[src/rtl/ddr4_bringup_sequencer.sv]
// DDR4 EMIF bring-up sequencer: pulses the EMIF local reset, waits for reset-done and
// calibration with bounded retries, and holds the compute core in reset until memory is usable.
module ddr4_bringup_sequencer #(
  parameter int unsigned SETTLE_CYCLES    = 1024,
  parameter int unsigned RESET_REQ_CYCLES = 16,
  parameter int unsigned CAL_TIMEOUT      = 50000000,
  parameter int unsigned MAX_RETRIES      = 3
) (
  input  logic       clk,
  input  logic       reset_n,
  input  logic       init_done_n,
  input  logic       user_reset_n,
  input  logic       local_reset_done,
  input  logic       cal_success,
  input  logic       cal_fail,
  output logic       local_reset_req,
  output logic       core_reset_n,
  output logic       mem_ready,
  output logic       mem_error,
  output logic [3:0] retry_count,
  output logic [2:0] state_dbg
);

  localparam int unsigned MaxA      = (SETTLE_CYCLES > RESET_REQ_CYCLES) ? SETTLE_CYCLES
                                                                          : RESET_REQ_CYCLES;
  localparam int unsigned MaxCycles = (MaxA > CAL_TIMEOUT) ? MaxA : CAL_TIMEOUT;
  localparam int unsigned CntW      = $clog2(MaxCycles) + 1;

  // Counter is loaded with N-1 so a state that leaves at zero lasts exactly N cycles.
  localparam logic [CntW-1:0] SettleLoad = CntW'(SETTLE_CYCLES - 1);
  localparam logic [CntW-1:0] ReqLoad    = CntW'(RESET_REQ_CYCLES - 1);
  localparam logic [CntW-1:0] CalLoad    = CntW'(CAL_TIMEOUT - 1);
  localparam logic [3:0]      RetryMax   = 4'(MAX_RETRIES);

  typedef enum logic [2:0] {
    StWaitInit    = 3'd0,
    StSettle      = 3'd1,
    StReqReset    = 3'd2,
    StWaitRstDone = 3'd3,
    StWaitCal     = 3'd4,
    StReady       = 3'd5,
    StFailed      = 3'd6
  } state_e;

  state_e          state_q;
  logic [CntW-1:0] cnt_q;
  logic [3:0]      retry_q;
  logic            req_q, ready_q, error_q;

  logic [1:0] init_sync_q, user_sync_q, done_sync_q, ok_sync_q, fail_sync_q;

  always_ff @(posedge clk or negedge reset_n) begin
    if (!reset_n) begin
      init_sync_q <= 2'b11;
      user_sync_q <= 2'b11;
      done_sync_q <= 2'b00;
      ok_sync_q   <= 2'b00;
      fail_sync_q <= 2'b00;
    end else begin
      init_sync_q <= {init_sync_q[0], init_done_n};
      user_sync_q <= {user_sync_q[0], user_reset_n};
      done_sync_q <= {done_sync_q[0], local_reset_done};
      ok_sync_q   <= {ok_sync_q[0], cal_success};
      fail_sync_q <= {fail_sync_q[0], cal_fail};
    end
  end

  logic init_done, user_ok, rst_done, cal_ok, cal_bad, cnt_zero, fail_now;

  assign init_done = ~init_sync_q[1];
  assign user_ok   = user_sync_q[1];
  assign rst_done  = done_sync_q[1];
  assign cal_ok    = ok_sync_q[1];
  assign cal_bad   = fail_sync_q[1];
  assign cnt_zero  = (cnt_q == '0);

  // cal_fail wins over cal_success, so simultaneous flags count as a failure.
  always_comb begin
    fail_now = 1'b0;
    unique case (state_q)
      StWaitRstDone: fail_now = !rst_done && cnt_zero;
      StWaitCal:     fail_now = cal_bad || (!cal_ok && cnt_zero);
      StReady:       fail_now = cal_bad || !cal_ok;
      default:       fail_now = 1'b0;
    endcase
  end

  always_ff @(posedge clk or negedge reset_n) begin
    if (!reset_n) begin
      state_q <= StWaitInit;
      cnt_q   <= '0;
      retry_q <= '0;
      req_q   <= 1'b0;
      ready_q <= 1'b0;
      error_q <= 1'b0;
    end else begin
      req_q   <= (state_q == StReqReset);
      ready_q <= (state_q == StReady);
      error_q <= (state_q == StFailed);

      if (!user_ok) begin
        state_q <= StWaitInit;
        retry_q <= '0;
      end else if (fail_now) begin
        if (retry_q < RetryMax) begin
          retry_q <= retry_q + 4'd1;
          cnt_q   <= SettleLoad;
          state_q <= StSettle;
        end else begin
          state_q <= StFailed;
        end
      end else begin
        unique case (state_q)
          StWaitInit: begin
            if (init_done) begin
              cnt_q   <= SettleLoad;
              state_q <= StSettle;
            end
          end
          StSettle: begin
            if (cnt_zero) begin
              cnt_q   <= ReqLoad;
              state_q <= StReqReset;
            end else begin
              cnt_q <= cnt_q - 1'b1;
            end
          end
          StReqReset: begin
            if (cnt_zero) begin
              cnt_q   <= CalLoad;
              state_q <= StWaitRstDone;
            end else begin
              cnt_q <= cnt_q - 1'b1;
            end
          end
          StWaitRstDone: begin
            if (rst_done) begin
              cnt_q   <= CalLoad;
              state_q <= StWaitCal;
            end else begin
              cnt_q <= cnt_q - 1'b1;
            end
          end
          StWaitCal: begin
            if (cal_ok) state_q <= StReady;
            else        cnt_q   <= cnt_q - 1'b1;
          end
          StReady:  state_q <= StReady;
          StFailed: state_q <= StFailed;
          default:  state_q <= StWaitInit;
        endcase
      end
    end
  end

  assign local_reset_req = req_q;
  assign core_reset_n    = ready_q;
  assign mem_ready       = ready_q;
  assign mem_error       = error_q;
  assign retry_count     = retry_q;
  assign state_dbg       = state_q;

endmodule

[config.mk]
export PLATFORM = sky130hd
export DESIGN_NAME = ddr4_bringup_sequencer
export DESIGN_NICKNAME = d
export VERILOG_FILES = /design/src/rtl/ddr4_bringup_sequencer.sv
export SDC_FILE = /design/constraint.sdc
export NUM_CORES = 1
export LEC_CHECK = 0
export ABC_CLOCK_PERIOD_IN_PS = 4000
export BUFFER_PORTS_ARGS = -buffer_cell sky130_fd_sc_hd__buf_2
export CORE_ASPECT_RATIO = 0.8
export CORE_UTILIZATION = 60
export DETAILED_ROUTE_END_ITERATION = 16
export PLACE_DENSITY = 0.81
export RECOVER_POWER = 50
export SLEW_MARGIN = 20
export SYNTH_ARGS = -nofsm -noshare
export SYNTH_HDL_FRONTEND = slang
export SYNTH_SLANG_ARGS = --single-unit
[constraint.sdc]
create_clock -name clk -period 4 [get_ports clk]
set_input_delay 0.4 -clock clk [delete_from_list [all_inputs] [get_ports clk]]
set_output_delay 0.4 -clock clk [all_outputs]
set_load 0.05 [all_outputs]
==> After elaboration in Yosys (flattened, before gate mapping) <==
Index checks and enable logic that the tools add are counted.
{ "word_totals": {"elab_cells": 63, "inputBits": 7, "out_inout_bits": 11, "reg_bits": 47} }
{ "op_classes": {"muxes": 21, "magnitude_cmp": 1, "eq_ne": 16, "reduce_logical": 12, "add_sub_neg": 2} }
{ "ops": {"columns": ["cell", "n"], "rows": [
  ["27-bit two-way mux", 7],
  ["27-bit case mux with 5 select lines", 1],
  ["27-bit zero test", 1],
  ["27-bit by 1-bit subtractor with 27-bit output, second input constant", 1],
  ["3-bit two-way mux", 8],
  ["3-bit case mux with 7 select lines", 1],
  ["4-bit != test, second input constant", 5],
  ["4-bit two-way mux", 3],
  ["5-bit AND reduction", 2],
  ["3-bit equality test, second input constant", 3],
  ["3-bit by 2-bit equality test with 1-bit output, second input constant", 2],
  ["2-bit by 1-bit != test with 1-bit output, second input constant", 3],
  ["3-bit != test, second input constant", 2],
  ["6-bit nonzero test", 1],
  ["4-bit by 1-bit adder with 4-bit output, second input constant", 1],
  ["4-bit by 2-bit < comparator with 1-bit output, second input constant", 1],
  ["3-bit by 1-bit equality test with 1-bit output, second input constant", 1],
  ["3-bit zero test", 1],
  ["1-bit case mux with 3 select lines", 1],
  ["1-bit logical AND", 2],
  ["1-bit zero test", 2],
  ["1-bit logical OR", 2],
  ["2-bit AND reduction", 1]
]} }

==> Longest topological paths before layout <==
{ "depth": {"ltp_word": 6, "depth_mapped": 11, "mapped_depth_nobuf": 8} }

==> Worst setup path after synthesis <==
Ideal clock, no wire load.
{ "synth_path": {"kind": "register to register", "start": "register cnt_q[0]", "end": "register cnt_q[10]", "setup_ns": 0.130, "path_slack_ns": 1.030, "synth_period_minus_slack_ns": 2.970, "stages_incl_launch_ff": 11, "arrival_time_ns": 2.840, "n_path_buf": 2, "t_required_ns": 3.870, "cell_sequence": "dfrtp_1 inv_1 ha_1 or4b_4 or4_1 buf_2 o31ai_4 o2111ai_4 buf_6 a32oi_1 o41ai_1"} }
{ "synth_between": {"elab_chain_len": 6, "word_cells_on_any_way": 17, "cone_classes": "add/sub (1); eq/ne (3); mux (7); reduce/logical (6)"} }
{ "synth_lines": {"columns": ["item", "line_no", "rtl"], "rows": [
  ["start, declared", "46", "logic [CntW-1:0] cnt_q;"],
  ["start signal, assigned", "107", "cnt_q <= SettleLoad;"],
  ["start signal, assigned", "116", "cnt_q <= SettleLoad;"],
  ["start signal, assigned", "122", "cnt_q <= ReqLoad;"],
  ["parallel branches: the longest is 6 deep, another holds 27-bit by 1-bit subtractor with 27-bit output", null, null]
]} }
Parallel ways; which one is timed is not known. The select of a mux whose other input is x is not followed.
A chain may end at the register's enable or synchronous reset.

==> Worst setup path in the final report <==
{ "layout_path": {"start": "register cnt_q[0]", "end": "register cnt_q[18]"} }
Same word-level chain as after synthesis.

==> summary.txt <==
Critical path
  – Crit path kind: reg -> reg
  – Worst-path fanout max: 24
  – Critical path arrival: around 3.8 ns
  – Setup slack, reg-to-reg: between 0.3 and 0.4 ns
  – Worst Setup End Kind: flip-flop
  – CP Launch Type: flip-flop
  – Req. time, crit path: 4.20 ns

Yosys
  – Most used DFF post-synth: dfrtp_1
  – Post-synth EDFFs: 0
  – Syn. warnings: 0
  – Post-synth ARST share: 1.00
  – Avg Synthesized Cell Area: between 8 and 9 um2
  – Synthesized flop and latch total: 47
  – Netlist cell types: between 50 and 60
  – Syn Inst Count: just over 300
  – Post-Syn Area: 2750 um2
  – Syn Nets: between 300 and 400
  – Seq/Total Area, Yosys: 0.429

Timing
  – Skew final: a little under 0.01 ns
  – Hold Fails Final Rpt: 0
  – Crit share post-route: 0.910
  – FMAX: between 200 and 300 MHz
  – Final setup viols: 0
  – Final WS setup: between 0.3 and 0.4 ns
  – Setup TNS: 0 ns
  – Headroom to the max-slew limit: -0.640
  – Count of final max-slew check failures: 48
  – Worst Tran Pin Value: about 2.5 ns
  – Final worst path period need: between 3 and 4 ns
  – RSZ-0062 raised after global routing: false

Floorplan
  – I/O pin count: 18
  – Die height: about 63 um
  – Die area: around 5000 um2
  – Initial Util: 0.643
  – Core area: 4280 um2
  – Rows: 21
  – Width of the die: approximately 78 um

Global route
  – Vias in the first global route: ~2400
  – Largest net degree at the start of global routing: 48
  – Total global-route track usage: 0.321
  – Gr ovfl total: 0
  – Initial antenna violation count: 0
  – First-pass GRT wire length: ~12000 um

Drt
  – Post-route ant nets: 0
  – Per-cell routed wire length: approximately 19 um
  – DRC violations left: 0
  – Drt total wl: between 7000 and 8000 um
  – Drt via density: 7.16
  – DRT iter0 DRCs: 450
  – Vias: around 2700
  – Pre-Repair DR Iteration Count: 5

Placed design
  – Hpwl dp: 5130 um
  – Routability cong.: 1.01
  – Pre-CTS WS: between 0.4 and 0.5 ns
  – Placed insts: roughly 370
  – Port Buffers: 17

Layout
  – Area grow syn2layout: 7.27%
  – Layout cells sized above 1: 0.124
  – Leading cell types in the layout, fill and taps excluded: dfrtp_1 (43), nor2_1 (31), nand2_1 (29), nand3_1 (25), a21oi_1 (20)
  – Diode count: 0
  – Commonest non-fill, non-tap cell in the layout: dfrtp_1
  – Final Util: 0.689
  – Layout Cells excl Fill: around 380
  – Layout Nets: between 300 and 400

Pwr
  – Switching share of total power: 0.481
  – Cell Pwr Density: 664 nW/um2
  – Combinational cell fraction of total power: 0.477
  – NetSw: approximately 0.94 mW
  – Clock share of power: 0.152
  – Internal Power: approximately 1 mW
  – Sequential share of power: 0.371
  – Worst vdd ir: 0.433 mV
  – P_leak: 1.22 nW

Clock network
  – Setup Fix Bufs, Post-CTS: 0
  – Worst-Skew Late Latency: 0.31 ns
  – TritonCTS clock tree: built
  – CTS root buf: clkbuf_8
  – Hold buffer count at CTS: 0
  – TritonCTS buffer count: 5
  – Htree depth: 2
  – Cts repair resizes: 0
  – Clock Sinks: 47
  – Clock-pin slew on the worst setup and hold paths: ~0.090 ns
  – Max clock buf depth: 2

Min path
  – Hold/Removal Path Class: in -> reg

Status
  – Status: finished, violations left
  – Failing checks: capacitance limit, slew limit

Flow run
  – Max Cap Viol: 1
[cell families (layout without fill, tap and decap cells)]
logic type,Yosys count,after routing,share of synthesized area
AOI/OAI and AO/OA,99,99,0.264
xor gates and xnor gates,2,2,0.00636
adders and majority gates,2,2,0.00909
buffers and inverters,23,36,0.0405
DFF,47,47,0.429
and+or+nand+nor,136,136,0.251
[critical path, cell delays in order, from the launching register on]
cell       delay [ns]
dfrtp_1          0.42
inv_1            0.09
ha_1             0.22
or4b_4           0.52
or4_1            0.66
o31ai_4          0.55
o2111ai_4        0.48
and2_1           0.34
a22o_1           0.24
[synth_stat cells (all sizes together) (3+ instances only)]
cell | number | area, um2
dfrtp | 43 | 1080
nor2 | 31 | 116
nand2 | 29 | 109
nand3 | 25 | 125
a21oi | 20 | 100
o21ai | 14 | 70.1
o211ai | 13 | 97.6
nor3 | 10 | 50.1
inv | 9 | 33.8
buf | 8 | 55.1
a22oi | 6 | 50.1
clkbuf | 6 | 22.5
nor4 | 6 | 43.8
or4 | 6 | 48.8
o22a | 5 | 43.8
or3 | 5 | 31.3
a211oi | 4 | 30.0
a31oi | 4 | 25.0
a32oi | 4 | 35.0
and2 | 4 | 25.0
dfstp | 4 | 105
nand4 | 4 | 25.0
o31ai | 4 | 43.8
nand2b | 3 | 18.8
nor2b | 3 | 18.8
o22ai | 3 | 18.8
o311ai | 3 | 26.3
o41ai | 3 | 26.3
or2 | 3 | 18.8
[layout make-up]
class | count | area (um2)
multi-input combinational | 239 | 1460
fill | 344 | 1330
inverter | 9 | 33.8
tap | 57 | 71.3
sequential | 47 | 1180
timing repair buffer | 20 | 119
clock buffer | 6 | 82.6
clock inverter | 1 | 5.00
[worst paths after layout]
kind                              start        endpoint  cells after the start
setup reg to reg               cnt_q[0]       cnt_q[18]                      8
min in group asynchronous       reset_n  retry_count[2]                      1
setup / recovery               cnt_q[0]       cnt_q[18]                      8
hold / removal              init_done_n  init_sync_q[0]                      1
hold reg to reg            ok_sync_q[0]    ok_sync_q[1]                      0
max in group asynchronous       reset_n        cnt_q[6]                      1
[registers in the layout, summed over array words and instances, names as in the netlist, 2 cells and up]
register,flops
state_dbg,3
done_sync_q,2
user_sync_q,2
fail_sync_q,2
init_sync_q,2
ok_sync_q,2
retry_count,4
cnt_q,27
[stage by stage]
stage / cell area [um2] / hold WS, ns / total power, mW
2_1_floorplan: 2750 / 0.104 / 1.37
3_3_place_gp: 2870 / 0.333 / 1.60
3_5_place_dp: 2870 / 0.335 / 1.62
4_1_cts: 2950 / 0.186 / 1.92
5_1_grt: 2950 / 0.184 / 2.07
6_report: 2950 / 0.191 / 1.96
[power groups by stage]
stage | combinational (mW) | sequential, mW | clock (mW)
6_report | 0.934 | 0.727 | 0.299
5_1_grt | 1.01 | 0.740 | 0.321
4_1_cts | 0.903 | 0.718 | 0.298
3_5_place_dp | 0.898 | 0.726 | 0
3_3_place_gp | 0.884 | 0.720 | 0
2_1_floorplan | 0.654 | 0.717 | 0
[per-layer routing]
| metal | global-route usage | up-vias | routed length (um) | share of wire |
|---|---|---|---|---|
| li1 | - | 1212 | - | - |
| met1 | 0.467 | 1254 | 3160 | 0.43 |
| met2 | 0.447 | 226 | 3100 | 0.42 |
| met3 | 0.0934 | 23 | 966 | 0.13 |
| met4 | 0.125 | 0 | 127 | 0.017 |
| met5 | 0 | - | 0 | 0 |
(Power assumes the default switching activity.)
